`config.mk`:
```
export PLATFORM = sky130hd
export DESIGN_NAME = y86_regfile_2w2r_flat
export DESIGN_NICKNAME = d
export VERILOG_FILES = /design/src/rtl/y86_regfile_2w2r_if.sv /design/src/rtl/y86_regfile_2w2r.sv /design/src/flat_wrapper.sv
export SDC_FILE = /design/constraint.sdc
export NUM_CORES = 2
export LEC_CHECK = 0
export CAP_MARGIN = 15
export CORE_ASPECT_RATIO = 2
export CORE_MARGIN = 1
export CORE_UTILIZATION = 68
export CTS_BUF_LIST = sky130_fd_sc_hd__clkbuf_2
export DETAILED_ROUTE_END_ITERATION = 10
export GPL_ROUTABILITY_DRIVEN = 0
export GPL_TIMING_DRIVEN = 0
export PLACE_DENSITY = 0.91
export RECOVER_POWER = 50
export SETUP_SLACK_MARGIN = 0.05
export SYNTH_ARGS = -nofsm -noshare
export SYNTH_HDL_FRONTEND = slang
export SYNTH_SLANG_ARGS = --single-unit
```
`constraint.sdc`:
```
create_clock -name clk -period 13.1 [get_ports clk]
set_clock_uncertainty 0.1 [all_clocks]
set_input_delay 2.62 -clock clk [delete_from_list [all_inputs] [get_ports clk]]
set_output_delay 2.62 -clock clk [all_outputs]
set_load 0.02 [all_outputs]
```
`src/rtl/y86_regfile_2w2r_if.sv`:
```
// y86_regfile_2w2r_if: decode read, writeback write and debug bus
// master drives addresses/write data, slave returns read data and the conflict flag
interface y86_regfile_2w2r_if #(
   parameter int DATA_W = 64,
   parameter int ADDR_W = 4
);
   logic [ADDR_W-1:0] rd_addr_a;
   logic [ADDR_W-1:0] rd_addr_b;
   logic [DATA_W-1:0] rd_data_a;
   logic [DATA_W-1:0] rd_data_b;
   logic              we_e;
   logic [ADDR_W-1:0] wa_e;
   logic [DATA_W-1:0] wd_e;
   logic              we_m;
   logic [ADDR_W-1:0] wa_m;
   logic [DATA_W-1:0] wd_m;
   logic [ADDR_W-1:0] dbg_addr;
   logic [DATA_W-1:0] dbg_data;
   logic              wr_conflict;

   modport master (
      output rd_addr_a, rd_addr_b,
      output we_e, wa_e, wd_e,
      output we_m, wa_m, wd_m,
      output dbg_addr,
      input  rd_data_a, rd_data_b,
      input  dbg_data, wr_conflict
   );

   modport slave (
      input  rd_addr_a, rd_addr_b,
      input  we_e, wa_e, wd_e,
      input  we_m, wa_m, wd_m,
      input  dbg_addr,
      output rd_data_a, rd_data_b,
      output dbg_data, wr_conflict
   );
endinterface

```
`src/rtl/y86_regfile_2w2r.sv`:
```
// y86_regfile_2w2r: Y86 register file, 2 clocked write ports (E, M), 2 decode reads
// ports: clk, rst (sync, active high), bus (slave): reads A/B, writes E/M, debug read, wr_conflict
module y86_regfile_2w2r #(
   parameter int              DATA_W      = 64,
   parameter int              ADDR_W      = 4,
   parameter int              NREGS       = 15,
   parameter logic [ADDR_W-1:0] RNONE     = {ADDR_W{1'b1}},
   parameter bit              RESET_INDEX = 1'b1,
   parameter bit              BYPASS      = 1'b1
) (
   input logic              clk,
   input logic              rst,
   y86_regfile_2w2r_if.slave bus
);

   localparam int IDX_W = (NREGS > 1) ? $clog2(NREGS) : 1;
   localparam logic [ADDR_W:0] NREGS_W = (ADDR_W + 1)'(NREGS);

   logic [DATA_W-1:0] regs_q [NREGS];
   logic              conflict_q;
   logic              conflict_d;

   logic              wr_e;
   logic              wr_m;
   logic              byp_en;
   logic [IDX_W-1:0]  idx_e;
   logic [IDX_W-1:0]  idx_m;

   function automatic logic valid(input logic [ADDR_W-1:0] a);
      return (a != RNONE) && ({1'b0, a} < NREGS_W);
   endfunction

   // Array-only lookup; unimplemented indices read as zero.
   function automatic logic [DATA_W-1:0] arr(input logic [ADDR_W-1:0] a);
      logic [DATA_W-1:0] v;
      v = '0;
      if (valid(a))
         v = regs_q[a[IDX_W-1:0]];
      return v;
   endfunction

   // Decode read: M beats E so popq sees the loaded value.
   function automatic logic [DATA_W-1:0] rd(input logic [ADDR_W-1:0] a);
      logic [DATA_W-1:0] v;
      v = arr(a);
      if (byp_en && valid(a)) begin
         if (bus.we_m && bus.wa_m == a)
            v = bus.wd_m;
         else if (bus.we_e && bus.wa_e == a)
            v = bus.wd_e;
      end
      return v;
   endfunction

   assign byp_en = BYPASS && !rst;
   assign wr_e   = bus.we_e && valid(bus.wa_e);
   assign wr_m   = bus.we_m && valid(bus.wa_m);
   assign idx_e  = bus.wa_e[IDX_W-1:0];
   assign idx_m  = bus.wa_m[IDX_W-1:0];

   assign conflict_d = wr_e && wr_m && (bus.wa_e == bus.wa_m);

   always_ff @(posedge clk) begin
      if (rst) begin
         for (int i = 0; i < NREGS; i++)
            regs_q[i] <= RESET_INDEX ? DATA_W'(i) : '0;
         conflict_q <= 1'b0;
      end else begin
         if (wr_e)
            regs_q[idx_e] <= bus.wd_e;
         // Later assignment wins on a same-register dual write.
         if (wr_m)
            regs_q[idx_m] <= bus.wd_m;
         conflict_q <= conflict_d;
      end
   end

   assign bus.rd_data_a   = rd(bus.rd_addr_a);
   assign bus.rd_data_b   = rd(bus.rd_addr_b);
   assign bus.dbg_data    = arr(bus.dbg_addr);
   assign bus.wr_conflict = conflict_q;

endmodule

```
`src/flat_wrapper.sv`:
```
// flat-port wrapper written by rule: the top's interface ports become plain ports
module y86_regfile_2w2r_flat 
#(
   parameter int              DATA_W      = 64,
   parameter int              ADDR_W      = 4,
   parameter int              NREGS       = 15,
   parameter logic [ADDR_W-1:0] RNONE     = {ADDR_W{1'b1}},
   parameter bit              RESET_INDEX = 1'b1,
   parameter bit              BYPASS      = 1'b1
)
  (clk, rst, bus_rd_addr_a, bus_rd_addr_b, bus_we_e, bus_wa_e, bus_wd_e, bus_we_m, bus_wa_m, bus_wd_m, bus_dbg_addr, bus_rd_data_a, bus_rd_data_b, bus_dbg_data, bus_wr_conflict);
  y86_regfile_2w2r_if #(.DATA_W(DATA_W), .ADDR_W(ADDR_W)) bus_i ();
  input logic clk;
  input logic rst;
  input wire logic [$bits(bus_i.rd_addr_a)-1:0] bus_rd_addr_a;
  input wire logic [$bits(bus_i.rd_addr_b)-1:0] bus_rd_addr_b;
  input wire logic [$bits(bus_i.we_e)-1:0] bus_we_e;
  input wire logic [$bits(bus_i.wa_e)-1:0] bus_wa_e;
  input wire logic [$bits(bus_i.wd_e)-1:0] bus_wd_e;
  input wire logic [$bits(bus_i.we_m)-1:0] bus_we_m;
  input wire logic [$bits(bus_i.wa_m)-1:0] bus_wa_m;
  input wire logic [$bits(bus_i.wd_m)-1:0] bus_wd_m;
  input wire logic [$bits(bus_i.dbg_addr)-1:0] bus_dbg_addr;
  output wire logic [$bits(bus_i.rd_data_a)-1:0] bus_rd_data_a;
  output wire logic [$bits(bus_i.rd_data_b)-1:0] bus_rd_data_b;
  output wire logic [$bits(bus_i.dbg_data)-1:0] bus_dbg_data;
  output wire logic [$bits(bus_i.wr_conflict)-1:0] bus_wr_conflict;
  assign bus_i.rd_addr_a = bus_rd_addr_a;
  assign bus_i.rd_addr_b = bus_rd_addr_b;
  assign bus_i.we_e = bus_we_e;
  assign bus_i.wa_e = bus_wa_e;
  assign bus_i.wd_e = bus_wd_e;
  assign bus_i.we_m = bus_we_m;
  assign bus_i.wa_m = bus_wa_m;
  assign bus_i.wd_m = bus_wd_m;
  assign bus_i.dbg_addr = bus_dbg_addr;
  assign bus_rd_data_a = bus_i.rd_data_a;
  assign bus_rd_data_b = bus_i.rd_data_b;
  assign bus_dbg_data = bus_i.dbg_data;
  assign bus_wr_conflict = bus_i.wr_conflict;
  y86_regfile_2w2r #(.DATA_W(DATA_W), .ADDR_W(ADDR_W), .NREGS(NREGS), .RNONE(RNONE), .RESET_INDEX(RESET_INDEX), .BYPASS(BYPASS)) u_core (.clk(clk), .rst(rst), .bus(bus_i));
endmodule
```
==> results of run 1 <==
## layer usage
| layer | overflow | GRT usage |
|---|---|---|
| met1 | 7 | 0.705 |
| met2 | 154 | 0.853 |
| met3 | 11 | 0.617 |
| met4 | 154 | 0.703 |
| met5 | 2 | 0.395 |
## Yosys cell counts (all sizes together), types with 30 or more instances
| library cell | n | area [µm²] |
|---|---|---|
| a31oi | 64 | 400 |
| o2bb2ai | 62 | 543 |
| a221o | 64 | 641 |
| a22oi | 30 | 225 |
| inv | 125 | 469 |
| o21a | 64 | 480 |
| clkbuf | 530 | 1990 |
| nor2 | 89 | 334 |
| and2 | 65 | 407 |
| o211ai | 67 | 503 |
| mux2i | 195 | 1950 |
| a211oi | 125 | 1020 |
| a22o | 984 | 8620 |
| o221ai | 64 | 561 |
| buf | 339 | 1690 |
| and3 | 65 | 407 |
| nor2b | 74 | 463 |
| mux4 | 703 | 15900 |
| edfxtp | 1024 | 30700 |
| o32ai | 64 | 561 |
## per-stage QoR
| step | worst slack (ns) | util |
|---|---|---|
| 4_1_cts | 3.09 | 0.756 |
| 3_5_place_dp | 3.13 | 0.736 |
| 3_3_place_gp | -1.22 | 0.728 |
| 2_1_floorplan | 4.57 | - |
## kinds of logic after synthesis
family	count (synthesis)	share of synthesized area
xor+xnor	19	0.00242
buf+inv	1000	0.0606
compound gates	1605	0.199
other cells	1	0.0000545
simple gates	376	0.0310
flops	1025	0.447
mux	898	0.260
==> out/metrics.yaml, run 1 <==
status: "stopped before the end"
outcome.stop_stage: "5_1_grt"
stop_error: "[ERROR GRT-0116] Global routing finished with congestion. Check the congestion regions in the DRC Viewer."
detailed_place.area_um2: 73500
fp.dieH_um: 452
syn_avg_cell_area_um2: 14.0
grt_max_degree: 44
grt_overflow: 328
htreeDepth: 4
grt_pass1_wl_um: 523000
dieWidth_um: 227
ios: 345
cts-resized-gates: 0
clock-sinks: 1025
rows: 164
postSynthCellCount: 4924
io_buffers: 205
ctsHoldBuffers: 0
place_inst: 6557
netlist_area_um2: 68800
synth_cell_type_count: 50
ys_seq_area_frac: 0.447
synth_flop_cell: "edfxtp_1"
synth_edf_count: 1024
async_flop_share: 0
cts_setup_buffers: 0
synth-warning-count: 0
start_util: 0.688
dp_hpwl_um: 220000
cts_root_buffer: "clkbuf_2"
yosys_register_bits: 1025
cts_buffer_depth: 3
grt_usage: 0.721
grt_pass1_vias: 70700
cts_buffers: 210
==> run 2, diff against run 1 <==
--- a/config.mk
+++ b/config.mk
@@ -6,16 +6,13 @@
 export NUM_CORES = 2
 export LEC_CHECK = 0
 export CAP_MARGIN = 15
-export CORE_ASPECT_RATIO = 2
 export CORE_MARGIN = 1
-export CORE_UTILIZATION = 68
-export CTS_BUF_LIST = sky130_fd_sc_hd__clkbuf_2
+export CORE_UTILIZATION = 40
 export DETAILED_ROUTE_END_ITERATION = 10
 export GPL_ROUTABILITY_DRIVEN = 0
 export GPL_TIMING_DRIVEN = 0
-export PLACE_DENSITY = 0.91
+export PLACE_DENSITY_LB_ADDON = 0.15
 export RECOVER_POWER = 50
-export SETUP_SLACK_MARGIN = 0.05
 export SYNTH_ARGS = -nofsm -noshare
 export SYNTH_HDL_FRONTEND = slang
 export SYNTH_SLANG_ARGS = --single-unit
==> run 2 against run 1 <==
  * The flow now finishes, with violations (capacitance limit, slew limit)
  * Area after synthesis did not move
  * Synthesized cell count did not move
==> out/metrics.yaml, run 2 <==
ant_nets: 0
io_buffers: 205
dieWidth_um: 417
cp-start-kind: "input port"
ctsHoldBuffers: 0
netlist_area_um2: 68800
synth_cell_type_count: 50
synth_top_area_cell: "edfxtp_1"
syn_to_final_growth_pct: 14.2
layout_common_cells: "1024 x edfxtp_1, 984 x a22o_1, 687 x mux4_2, 621 x clkbuf_1, 201 x clkdlybuf4s50_1"
worst_pin_slew_ns: 3.57
crit_required_ns: 10.38
synth_flop_cell: "edfxtp_1"
fp.dieH_um: 417
die_area_um2: 174000
grt_max_degree: 42
setup_tns_ns: 0
synth_edf_count: 1024
critical_path_class: "in -> out"
cp_cell_sequence: "clkdlybuf4s50_1, buf_2, nor2b_1, clkbuf_1, clkbuf_1, a22o_1, a211oi_1, a211oi_1, a221o_1, clkdlybuf4s50_1"
slew_headroom: -1.38
stdcell_area_um2: 78500
via_count: 58100
drt-total-wl_um: 340000
fmaxAchievable_ghz: 0.0975
power_mw: 9.45
layout.cells.non_filler: 7715
grt_overflow: 0
drive_above_1_share: 0.206
detailed_place.area_um2: 75000
cts_buffers: 116
clock-sinks: 1025
grt_usage: 0.383
vdd_drop_max_mv: 0.105
pwr-share-seq: 0.424
crit_path_max_fanout: 10
postSynthCellCount: 4924
swShare: 0.302
cts_setup_buffers: 0
drv_slew: 496
grt_pass1_vias: 56200
async_flop_share: 0
core_um2: 170000
cts_root_buffer: "clkbuf_16"
p_switching_mw: 2.86
syn_avg_cell_area_um2: 14.0
viasPerCell: 7.53
cts-resized-gates: 0
clkPwrFrac: 0.361
critical_path_arrival_ns: 7.53
wl_per_cell_um: 44.0
synth_commonest_cells: "1024 x edfxtp_1, 984 x a22o_1, 687 x mux4_2"
fin_crit_ns: 10.25
synth_most_common_cell: "edfxtp_1"
grt_antenna_before_repair: 34
p_per_area_nw_per_um2: 120
synth_top_area_share: 0.447
p_int_mw: 6.59
clkSlewWorstSetupHoldPaths_ns: 0.06
ys_seq_area_frac: 0.447
rows: 151
start_util: 0.404
synth-warning-count: 0
p_leak_nw: 26.5
drc: 0
critPathMaxStageDelay_ns: 0.94
end_kind: "primary output"
nets: 5518
combPwrFrac: 0.215
nFillCells: 15400
cts_buffer_depth: 3
final_common_cell: "edfxtp_1"
crit_slowest_cell: "clkbuf_1"
max-cap-violations: 22
rsz0062_at_grt: "no"
firstDrtPassIters: 8
place_inst: 7461
cts_tree: "built"
grt_pass1_wl_um: 459000
synth.area.top_cells: "edfxtp_1 45%, mux4_2 23%, a22o_1 13%"
htreeDepth: 3
dp_hpwl_um: 233000
fin_crit_sh: 0.783
layout.area.seq_um2: 30800
top_register: "u_core.regs_q"
status: "finished with violations"
largest_reg_flops: 1024
hold_path.class: "in -> reg"
violations: "capacitance limit, slew limit"
ios: 345
multi_input_area_um2: 34100
final_core_util: 0.462
setup_viol: 0
drtIter0Drc: 9138
finalHoldViolations: 0
yosys_register_bits: 1025
[run 2: final cells by class]
type	instances	area share
antenna	34	0.00108
buffer	869	0.0462
clock buffer	146	0.0392
clock inverter	69	0.00862
inverter	131	0.00626
multi-input combinational	2962	0.434
sequential	1025	0.392
tap	2218	0.0354
timing repair buffer	261	0.0374
[run 2: path summary, 6_finish.rpt]
path                              from                     to  slack [ns]  depth (start not counted)
worst min-delay path      bus_wd_e[10]  u_core.regs_q[15][10]        2.24                          2
worst max-delay path  bus_rd_addr_b[2]      bus_rd_data_b[22]        2.85                         10
[run 2: power by group through the flow]
stage / Sequential (mW) / Clock (mW) / Combinational, mW
4_1_cts: 3.99 / 3.37 / 1.99
3_5_place_dp: 4.06 / 0 / 1.98
2_1_floorplan: 4.00 / 0 / 1.18
5_1_grt: 4.02 / 3.48 / 2.07
6_report: 4.00 / 3.41 / 2.03
3_3_place_gp: 4.07 / 0 / 1.93
[run 2: critical path: cells and delay by family]
| family | cells | cell delay [ns] |
|---|---|---|
| simple gates | 1 | 0.18 |
| buf+inv | 5 | 3.35 |
| compound gates | 4 | 1.36 |
[run 2: cell families after synthesis]
group / count (synthesis) / synth area share
AO/OA/AOI/OAI: 1605 / 0.199
flip-flops: 1025 / 0.447
buffers and inverters: 1000 / 0.0606
multiplexers: 898 / 0.260
AND/OR/NAND/NOR: 376 / 0.0310
XOR/XNOR: 19 / 0.00242
other: 1 / 0.0000545
[run 2: through the flow]
step,hold WS [ns],worst slack [ns]
6_report,2.24,2.85
3_5_place_dp,3.02,3.16
5_1_grt,2.25,3.10
4_1_cts,2.20,3.13
3_3_place_gp,3.01,-3.62
2_1_floorplan,2.82,4.57
[run 2: per-layer routing]
metal	GRT usage	wire length (µm)	share of wire	vias to the layer above
li1	-	-	-	21700
met1	0.460	116000	0.34	29600
met2	0.568	149000	0.44	5379
met3	0.150	46800	0.14	1358
met4	0.256	27800	0.082	28
met5	0.00306	204	0.00060	-
(Power assumes the default switching activity.)
